<file path="config.mk">
export PLATFORM = sky130hd
export DESIGN_NAME = tag_lookup_ctrl
export DESIGN_NICKNAME = d
export VERILOG_FILES = /design/src/rtl/tag_lookup_ctrl.sv
export SDC_FILE = /design/constraint.sdc
export NUM_CORES = 1
export LEC_CHECK = 0
export BUFFER_PORTS_ARGS = -buffer_cell sky130_fd_sc_hd__buf_2
export CAP_MARGIN = 20
export CORE_ASPECT_RATIO = 0.9
export CORE_MARGIN = 1
export CORE_UTILIZATION = 40
export DETAILED_ROUTE_END_ITERATION = 7
export MAX_ROUTING_LAYER = met4
export PLACE_DENSITY = 0.63
export SLEW_MARGIN = 20
export SYNTH_ARGS = -nofsm -noshare
export SYNTH_HDL_FRONTEND = slang
export SYNTH_SLANG_ARGS = --single-unit
</file>
<file path="constraint.sdc">
create_clock -name clk -period 6.43 [get_ports clk]
set_input_delay 0.643 -clock clk [delete_from_list [all_inputs] [get_ports clk]]
set_output_delay 0.643 -clock clk [all_outputs]
set_load 0.01 [all_outputs]
</file>
<file path="src/rtl/tag_lookup_ctrl.sv">
// Two-stage way-halting tag lookup controller.
// The 4-bit halt tag of each way is compared first. When no valid way
// passes, the lookup ends early as a miss. Otherwise only the surviving
// ways get a full 20-bit main tag compare. Hit, miss and early-miss
// statistics are kept in saturating counters.
module tag_lookup_ctrl #(
   parameter int CNT_W = 16,
   parameter int NWAYS = 4
) (
   input  logic                 clk,
   input  logic                 reset,
   input  logic                 req_valid,
   output logic                 req_ready,
   input  logic [31:0]          req_addr,
   output logic [3:0]           rd_index,
   input  logic [4*NWAYS-1:0]   halt_tag_in,
   input  logic [20*NWAYS-1:0]  main_tag_in,
   input  logic [NWAYS-1:0]     way_valid_in,
   output logic                 resp_valid,
   input  logic                 resp_ready,
   output logic                 resp_hit,
   output logic [1:0]           resp_way,
   output logic                 resp_multi,
   output logic [CNT_W-1:0]     hit_cnt,
   output logic [CNT_W-1:0]     miss_cnt,
   output logic [CNT_W-1:0]     halt_cnt
);

   typedef enum logic [1:0] {IDLE, HALT_CMP, MAIN_CMP, RESP} state_t;

   state_t             state_q, state_d;
   logic [3:0]         halt_tag_q, halt_tag_d;
   logic [19:0]        main_tag_q, main_tag_d;
   logic [3:0]         rd_index_q, rd_index_d;
   logic [NWAYS-1:0]   halt_match_q, halt_match_d;
   logic               req_ready_q, req_ready_d;
   logic               resp_valid_q, resp_valid_d;
   logic               resp_hit_q, resp_hit_d;
   logic [1:0]         resp_way_q, resp_way_d;
   logic               resp_multi_q, resp_multi_d;
   logic [CNT_W-1:0]   hit_cnt_q, hit_cnt_d;
   logic [CNT_W-1:0]   miss_cnt_q, miss_cnt_d;
   logic [CNT_W-1:0]   halt_cnt_q, halt_cnt_d;
   logic [NWAYS-1:0]   full_match;
   logic [2:0]         match_cnt;
   logic [1:0]         first_way;

   // The byte offset does not take part in the lookup.
   logic unused_offset;
   assign unused_offset = ^req_addr[3:0];

   // Increment that sticks at all-ones instead of wrapping.
   function automatic logic [CNT_W-1:0] sat_inc(input logic [CNT_W-1:0] v);
      return (&v) ? v : v + 1'b1;
   endfunction

   // Next-state logic: tags are captured on accept, the array inputs are only
   // looked at in the two compare states, and results are held through RESP.
   always_comb begin
      state_d      = state_q;
      halt_tag_d   = halt_tag_q;
      main_tag_d   = main_tag_q;
      rd_index_d   = rd_index_q;
      halt_match_d = halt_match_q;
      resp_valid_d = resp_valid_q;
      resp_hit_d   = resp_hit_q;
      resp_way_d   = resp_way_q;
      resp_multi_d = resp_multi_q;
      hit_cnt_d    = hit_cnt_q;
      miss_cnt_d   = miss_cnt_q;
      halt_cnt_d   = halt_cnt_q;
      full_match   = '0;
      match_cnt    = 3'd0;
      first_way    = 2'd0;
      case (state_q)
         IDLE: begin
            if (req_valid) begin
               halt_tag_d = req_addr[11:8];
               main_tag_d = req_addr[31:12];
               rd_index_d = req_addr[7:4];
               state_d    = HALT_CMP;
            end
         end
         HALT_CMP: begin
            for (int w = 0; w < NWAYS; w++) begin
               halt_match_d[w] = way_valid_in[w] & (halt_tag_in[4*w +: 4] == halt_tag_q);
            end
            if (halt_match_d == '0) begin
               resp_hit_d   = 1'b0;
               resp_way_d   = 2'd0;
               resp_multi_d = 1'b0;
               miss_cnt_d   = sat_inc(miss_cnt_q);
               halt_cnt_d   = sat_inc(halt_cnt_q);
               resp_valid_d = 1'b1;
               state_d      = RESP;
            end else begin
               state_d = MAIN_CMP;
            end
         end
         MAIN_CMP: begin
            for (int w = NWAYS - 1; w >= 0; w--) begin
               full_match[w] = halt_match_q[w] & (main_tag_in[20*w +: 20] == main_tag_q);
               if (full_match[w]) begin
                  first_way = 2'(w);
                  match_cnt = match_cnt + 3'd1;
               end
            end
            if (full_match != '0) begin
               resp_hit_d   = 1'b1;
               resp_way_d   = first_way;
               resp_multi_d = (match_cnt > 3'd1);
               hit_cnt_d    = sat_inc(hit_cnt_q);
            end else begin
               resp_hit_d   = 1'b0;
               resp_way_d   = 2'd0;
               resp_multi_d = 1'b0;
               miss_cnt_d   = sat_inc(miss_cnt_q);
            end
            resp_valid_d = 1'b1;
            state_d      = RESP;
         end
         RESP: begin
            if (resp_ready) begin
               resp_valid_d = 1'b0;
               state_d      = IDLE;
            end
         end
         default: state_d = IDLE;
      endcase
      req_ready_d = (state_d == IDLE);
   end

   // State and registered outputs; reset abandons any lookup in flight.
   always_ff @(posedge clk) begin
      if (!reset) begin
         state_q      <= IDLE;
         halt_tag_q   <= '0;
         main_tag_q   <= '0;
         rd_index_q   <= '0;
         halt_match_q <= '0;
         req_ready_q  <= 1'b1;
         resp_valid_q <= 1'b0;
         resp_hit_q   <= 1'b0;
         resp_way_q   <= 2'd0;
         resp_multi_q <= 1'b0;
         hit_cnt_q    <= '0;
         miss_cnt_q   <= '0;
         halt_cnt_q   <= '0;
      end else begin
         state_q      <= state_d;
         halt_tag_q   <= halt_tag_d;
         main_tag_q   <= main_tag_d;
         rd_index_q   <= rd_index_d;
         halt_match_q <= halt_match_d;
         req_ready_q  <= req_ready_d;
         resp_valid_q <= resp_valid_d;
         resp_hit_q   <= resp_hit_d;
         resp_way_q   <= resp_way_d;
         resp_multi_q <= resp_multi_d;
         hit_cnt_q    <= hit_cnt_d;
         miss_cnt_q   <= miss_cnt_d;
         halt_cnt_q   <= halt_cnt_d;
      end
   end

   assign req_ready  = req_ready_q;
   assign rd_index   = rd_index_q;
   assign resp_valid = resp_valid_q;
   assign resp_hit   = resp_hit_q;
   assign resp_way   = resp_way_q;
   assign resp_multi = resp_multi_q;
   assign hit_cnt    = hit_cnt_q;
   assign miss_cnt   = miss_cnt_q;
   assign halt_cnt   = halt_cnt_q;

endmodule

</file>
Word level (Yosys, flattened, before mapping)
Cells that the tools add are included.
Storage, ports and cells
  bits in registers: 88
  output and inout port bits: 58
  input port bits: 136
  logic and storage cells: 90
Operators by class
  mux-type cells: 31
  $add $sub $neg: 6
  bitwise operators: 10
  $lt $le $gt $ge: 1
  equal/unequal tests: 14
  reduce and logical (&&, ||, !) cells: 15
Operators with widths (count)
  20-bit equality test: 4
  16-bit by 1-bit adder with 16-bit output (second input constant): 3
  16-bit 2-to-1 mux: 3
  16-bit AND reduction: 3
  16-bit case mux with 2 select lines: 1
  3-bit 2-to-1 mux: 7
  4-bit equality test: 4
  2-bit 2-to-1 mux: 8
  3-bit AND reduction: 4
  3-bit by 1-bit adder with 3-bit output (second input constant): 3
  1-bit bitwise AND: 8
  2-bit case mux with 4 select lines: 1
  1-bit 2-to-1 mux: 7
  2-bit inequality test (second input constant): 3
  2-bit equality test (second input constant): 2
  2-bit zero test: 2
  4-bit zero test: 1
  1-bit case mux with 2 select lines: 2
  2-bit case mux with 2 select lines: 1
  2-bit AND reduction: 2
  4-bit nonzero test: 1
  3-bit by 1-bit > comparator with 1-bit output (second input constant): 1
  1-bit case mux with 3 select lines: 1
  3-bit nonzero test: 1
  other kinds (3): 4

Longest topological paths before layout
  word-level depth: 16
  depth in mapped cells: 12
  gate-level depth less buffers: 11

Least setup slack after synthesis
No wires, ideal clock.
  kind: input -> register
  start: input port main_tag_in[56]
  end: register resp_multi_q (netlist: resp_multi)
  stages on the path: 9
  slack: 3814 ps
  path buffers: 0
  library setup time: 129 ps
  arrival: 2487 ps
  data required time: 6301 ps
  cell sequence: xnor2_1 nand4_1 nor4_1 nand4_1 ha_1 xnor2_1 ha_1 o41ai_1 a21oi_1
Between the ends
  cells in the longest elaborated chain, start to end: 13
  elaborated cells on any way between the ends: 14
  classes of those cells: add/sub: 2; order compare: 1; eq/ne: 1; mux: 8; bitwise: 1; reduce/logical: 1
Ends and longest elaborated chain
  start: declaration: line 17  | input logic [20*NWAYS-1:0] main_tag_in,
  20-bit equality test (*): line 102  | full_match[w] = halt_match_q[w] & (main_tag_in[20*w +: 20] == main_tag_q);
  1-bit bitwise AND (*): line 102
  3-bit 2-to-1 mux: line 103  | if (full_match[w]) begin
  3-bit 2-to-1 mux: line 75  | case (state_q)
  3-bit by 1-bit adder with 3-bit output: line 105  | match_cnt = match_cnt + 3'd1;
  3-bit 2-to-1 mux: line 103
  3-bit 2-to-1 mux: line 75
  3-bit by 1-bit adder with 3-bit output: line 105
  3-bit 2-to-1 mux: line 103
  3-bit 2-to-1 mux: line 75
  3-bit by 1-bit > comparator with 1-bit output: line 111  | resp_multi_d = (match_cnt > 3'd1);
  1-bit 2-to-1 mux (*): line 108  | if (full_match != '0) begin
  1-bit case mux with 2 select lines (*): line 75
  end signal: assignment: line 159  | resp_multi_q <= resp_multi_d;
  end: declaration: line 40  | logic resp_multi_q, resp_multi_d;
Every way passes the cells marked *; elsewhere a longest branch is shown, timed or not. The select of a mux whose other input is x is not followed.
A chain may end at the register's enable or synchronous reset.

Final worst setup path
  start: register main_tag_q[18]
  end: register resp_multi_q (netlist: resp_multi)
Between the ends
  cells in the longest elaborated chain, start to end: 16
  elaborated cells on any way between the ends: 23
  classes of those cells: add/sub: 3; order compare: 1; eq/ne: 4; mux: 10; bitwise: 4; reduce/logical: 1
Ends and longest elaborated chain
  start: declaration: line 33  | logic [19:0] main_tag_q, main_tag_d;
  start signal: assignment: line 152  | main_tag_q <= main_tag_d;
  20-bit equality test: line 102
  1-bit bitwise AND: line 102
  1-bit 2-to-1 mux: line 103
  3-bit 2-to-1 mux: line 75
  3-bit by 1-bit adder with 3-bit output: line 105
  3-bit 2-to-1 mux: line 103
  3-bit 2-to-1 mux: line 75
  3-bit by 1-bit adder with 3-bit output: line 105
  3-bit 2-to-1 mux: line 103
  3-bit 2-to-1 mux: line 75
  3-bit by 1-bit adder with 3-bit output: line 105
  3-bit 2-to-1 mux: line 103
  3-bit 2-to-1 mux: line 75
  3-bit by 1-bit > comparator with 1-bit output: line 111
  1-bit 2-to-1 mux (*): line 108
  1-bit case mux with 2 select lines (*): line 75
Marks and branches as above.

==> metrics.yaml <==
cts_made_buffers: 9
fin_tns_setup_ns: 0
hold_end: "resp_way[0]$_SDFFE_PN0P_"
setup_viol: 0
netlist.area_leader.share_pct: 32.1
rrSetupSlack_ns: 3.61
yosys_register_bits: 88
fmax_mhz: 354
critPathKind: "reg -> reg"
synth_area_per_cell_um2: 8.15
worstMarginPinSlew_ns: 1.07
clock_sinks: 88
hold_start: "resp_way[0]$_SDFFE_PN0P_"
cts_root_buf: "clkbuf_16"
min_path_cells: 2
ctsHoldBuffers: 0
start_util_pct: 41.1
portBuffers: 189
drv_slew: 0
syn_nets: 816
cts_buffer_depth: 2
routedWlPerCell_um: 15.3
syn_area_um2: 5490
clkTransAtPathRegs_ns: 0.06
num_rows: 40
post_dp_cell_area_um2: 6370
post-cts-setup-buffers: 0
ctsResizeCount: 0
path_max_fanout: 5
run_status: "complete, but fails checks"
num_vias: 5236
htreeDepth: 3
globalRoute.totalOverflow: 0
first_pass_iters: 6
grt_antenna_before_repair: 1
relSlewSlack_pct: 28.6
fp.dieH_um: 113
reg2reg_depth: 9
finalCritPeriodShare_pct: 43.9
synth_edf_count: 0
grt_use_total_pct: 23.0
r2r-start: "main_tag_q[18]$_SDFFE_PN0P_"
async_reset_ff_share_pct: 0
critPathLaunch: "main_tag_q[18]$_SDFFE_PN0P_"
cts_tree: "yes"
clk_latency_ns: 0.35
drt_first_iter_violations: 342
nets: 971
drc: 13
top_level_ports: 194
violations: "DRC"
ys_top_cells_by_area: "dfxtp_1, xnor2_1, nand2_1, xor2_1, a21oi_1"
syn_inst: 674
grt_max_degree: 59
p_leak_uw: 0.00280
dpl.hpwl_um: 11600
die_area_um2: 14200
grt_pass1_wl_um: 25000
dpl_worst_slack_ns: 3.41
arrival_ns: 3.05
hold_violations: 0
dieWidth_um: 126
area_growth_syn_to_layout_pct: 21.3
hold_ws_ns: 0.451
gp_congestion: 0.967
ys_warn_count: 0
routed_via_density: 5.23
finalInstanceArea_um2: 6660
crit_path_end_kind: "flop"
grt_pass1_vias: 4902
wirelength_um: 15400
coreArea_um2: 13400
yosysTopAreaCell: "dfxtp_1"
startpoint_type: "flop"
synthDistinctLibCells: 57
worstReg2RegEnd: "resp_multi$_SDFFE_PN0P_"
rsz0062_at_grt: "no"
max_cap_viol_count: 0
synth_ff_type: "dfxtp_1"
synth-seq-area-share_pct: 32.1
drive_above_1_share_pct: 26.8
required_ns: 6.66
period_needed_ns: 2.82
hold_path_class: "reg -> reg"
ir_worst_vdd_mv: 0.132
postLayoutSetupSlackWorst_ns: 3.61
power.density_nw_per_um2: 206
clock_skew_ns: 0.00714
postRouteAntennaNets: 0
[cells by family (layout without fill, tap and decap cells)]
| logic type | count (synthesis) | after routing | share of synthesized area, % |
|---|---|---|---|
| adder cells (fa/ha/maj) | 6 | 6 | 1.37 |
| multiplexers | 22 | 22 | 4.01 |
| other | 0 | 1 | 0 |
| XOR/XNOR | 106 | 106 | 16.9 |
| buffers and inverters | 54 | 213 | 5.88 |
| AO/OA/AOI/OAI | 86 | 86 | 9.34 |
| flip-flops | 88 | 88 | 32.1 |
| AND/OR/NAND/NOR | 312 | 312 | 30.4 |
[final cells by class]
cell class / instances / area [um2]
antenna: 1 / 2.50
clock buffer: 10 / 229
clock inverter: 5 / 57.6
fill: 1392 / 6700
inverter: 6 / 22.5
multi-input combinational: 532 / 3410
sequential: 88 / 1760
tap: 168 / 210
timing repair buffer: 192 / 968
[power by group]
part	switching (uW)	leakage, uW	internal (uW)
sequential	37.4	0.000714	567
clock	222	0.000143	300
combinational	135	0.00194	109
[cell usage after synthesis, types with 2 or more instances]
master and n:
inv_1 6, or2_1 2, a21oi_1 50, and4_1 2, buf_2 14, o311ai_0 3
mux2i_1 22, and3_1 15, ha_1 6, nand3_1 27, xor2_1 31, o21ai_0 13
nand2_1 110, nor4_1 10, and2_1 7, nor3b_1 4, nand4b_1 4, dfxtp_1 88
or3_1 9, clkbuf_1 16, nand3_2 4, nand4_1 39, o41ai_1 4, nor2_1 27
buf_4 8, a21o_1 2, or4_1 5, xnor2_1 75, buf_6 8, nand2b_1 24
nor3_1 9, o31ai_1 5
[sequential cells by signal (all words and copies together), names as in the netlist, 4 cells and up]
signal        count
main_tag_q       20
halt_cnt         16
hit_cnt          16
miss_cnt         16
halt_match_q      4
halt_tag_q        4
rd_index          4
[metal layers]
layer / GRT usage [%] / routed length (um)
met1: 30.0 / 7290
met3: 4.96 / 985
met2: 36.1 / 6870
met5: - / 0
met4: 5.85 / 226
[how the worst max path moves through the flow]
| stage | depth (start not counted) | end |
|---|---|---|
| floorplan | 9 | resp_multi$_SDFFE_PN0P_ |
| global placement | 10 | resp_multi$_SDFFE_PN0P_ |
| detailed placement | 10 | resp_multi$_SDFFE_PN0P_ |
| CTS | 9 | resp_multi$_SDFFE_PN0P_ |
| global route | 9 | resp_multi$_SDFFE_PN0P_ |
| finish | 9 | resp_multi$_SDFFE_PN0P_ |
[worst max-delay path, cell delays in order, from the launching register on]
cell	delay [ns]
dfxtp_1	0.56
xnor2_1	0.19
nand4_1	0.11
nor4_1	0.28
nand4_1	0.27
ha_1	0.42
xnor2_1	0.17
ha_1	0.24
o41ai_1	0.37
a21oi_1	0.07
[layout by cell type, fill, tap and decap left out, types with 2 or more instances in the layout]
| master | n |
|---|---|
| xnor2_1 | 75 |
| nand3_1 | 27 |
| or3_1 | 9 |
| nand2b_1 | 24 |
| nor3b_1 | 4 |
| clkbuf_16 | 9 |
| nor4_1 | 10 |
| and2_1 | 6 |
| mux2i_1 | 22 |
| inv_1 | 5 |
| nor3_1 | 9 |
| o311ai_0 | 3 |
| nand4b_1 | 4 |
| nand2_1 | 110 |
| o21ai_0 | 13 |
| or2_1 | 2 |
| xor2_1 | 31 |
| and4_1 | 2 |
| ha_1 | 6 |
| dfxtp_1 | 88 |
| and3_1 | 15 |
| a21oi_1 | 50 |
| or4_1 | 5 |
| o31ai_1 | 5 |
| a21o_1 | 2 |
| nor2_1 | 27 |
| nand3_2 | 4 |
| o41ai_1 | 4 |
| buf_2 | 189 |
| buf_4 | 3 |
| clkinv_2 | 2 |
| nand4_1 | 39 |
[stage by stage]
step                instances  power, uW  utilization [%]
floorplan                 674        777                -
global placement          986        858             47.7
detailed placement        986        859             47.7
CTS                      1001       1390             49.8
global route             1002       1440             49.9
finish                   1002       1370             49.9
Note: power is estimated with default switching activity, not from simulation.
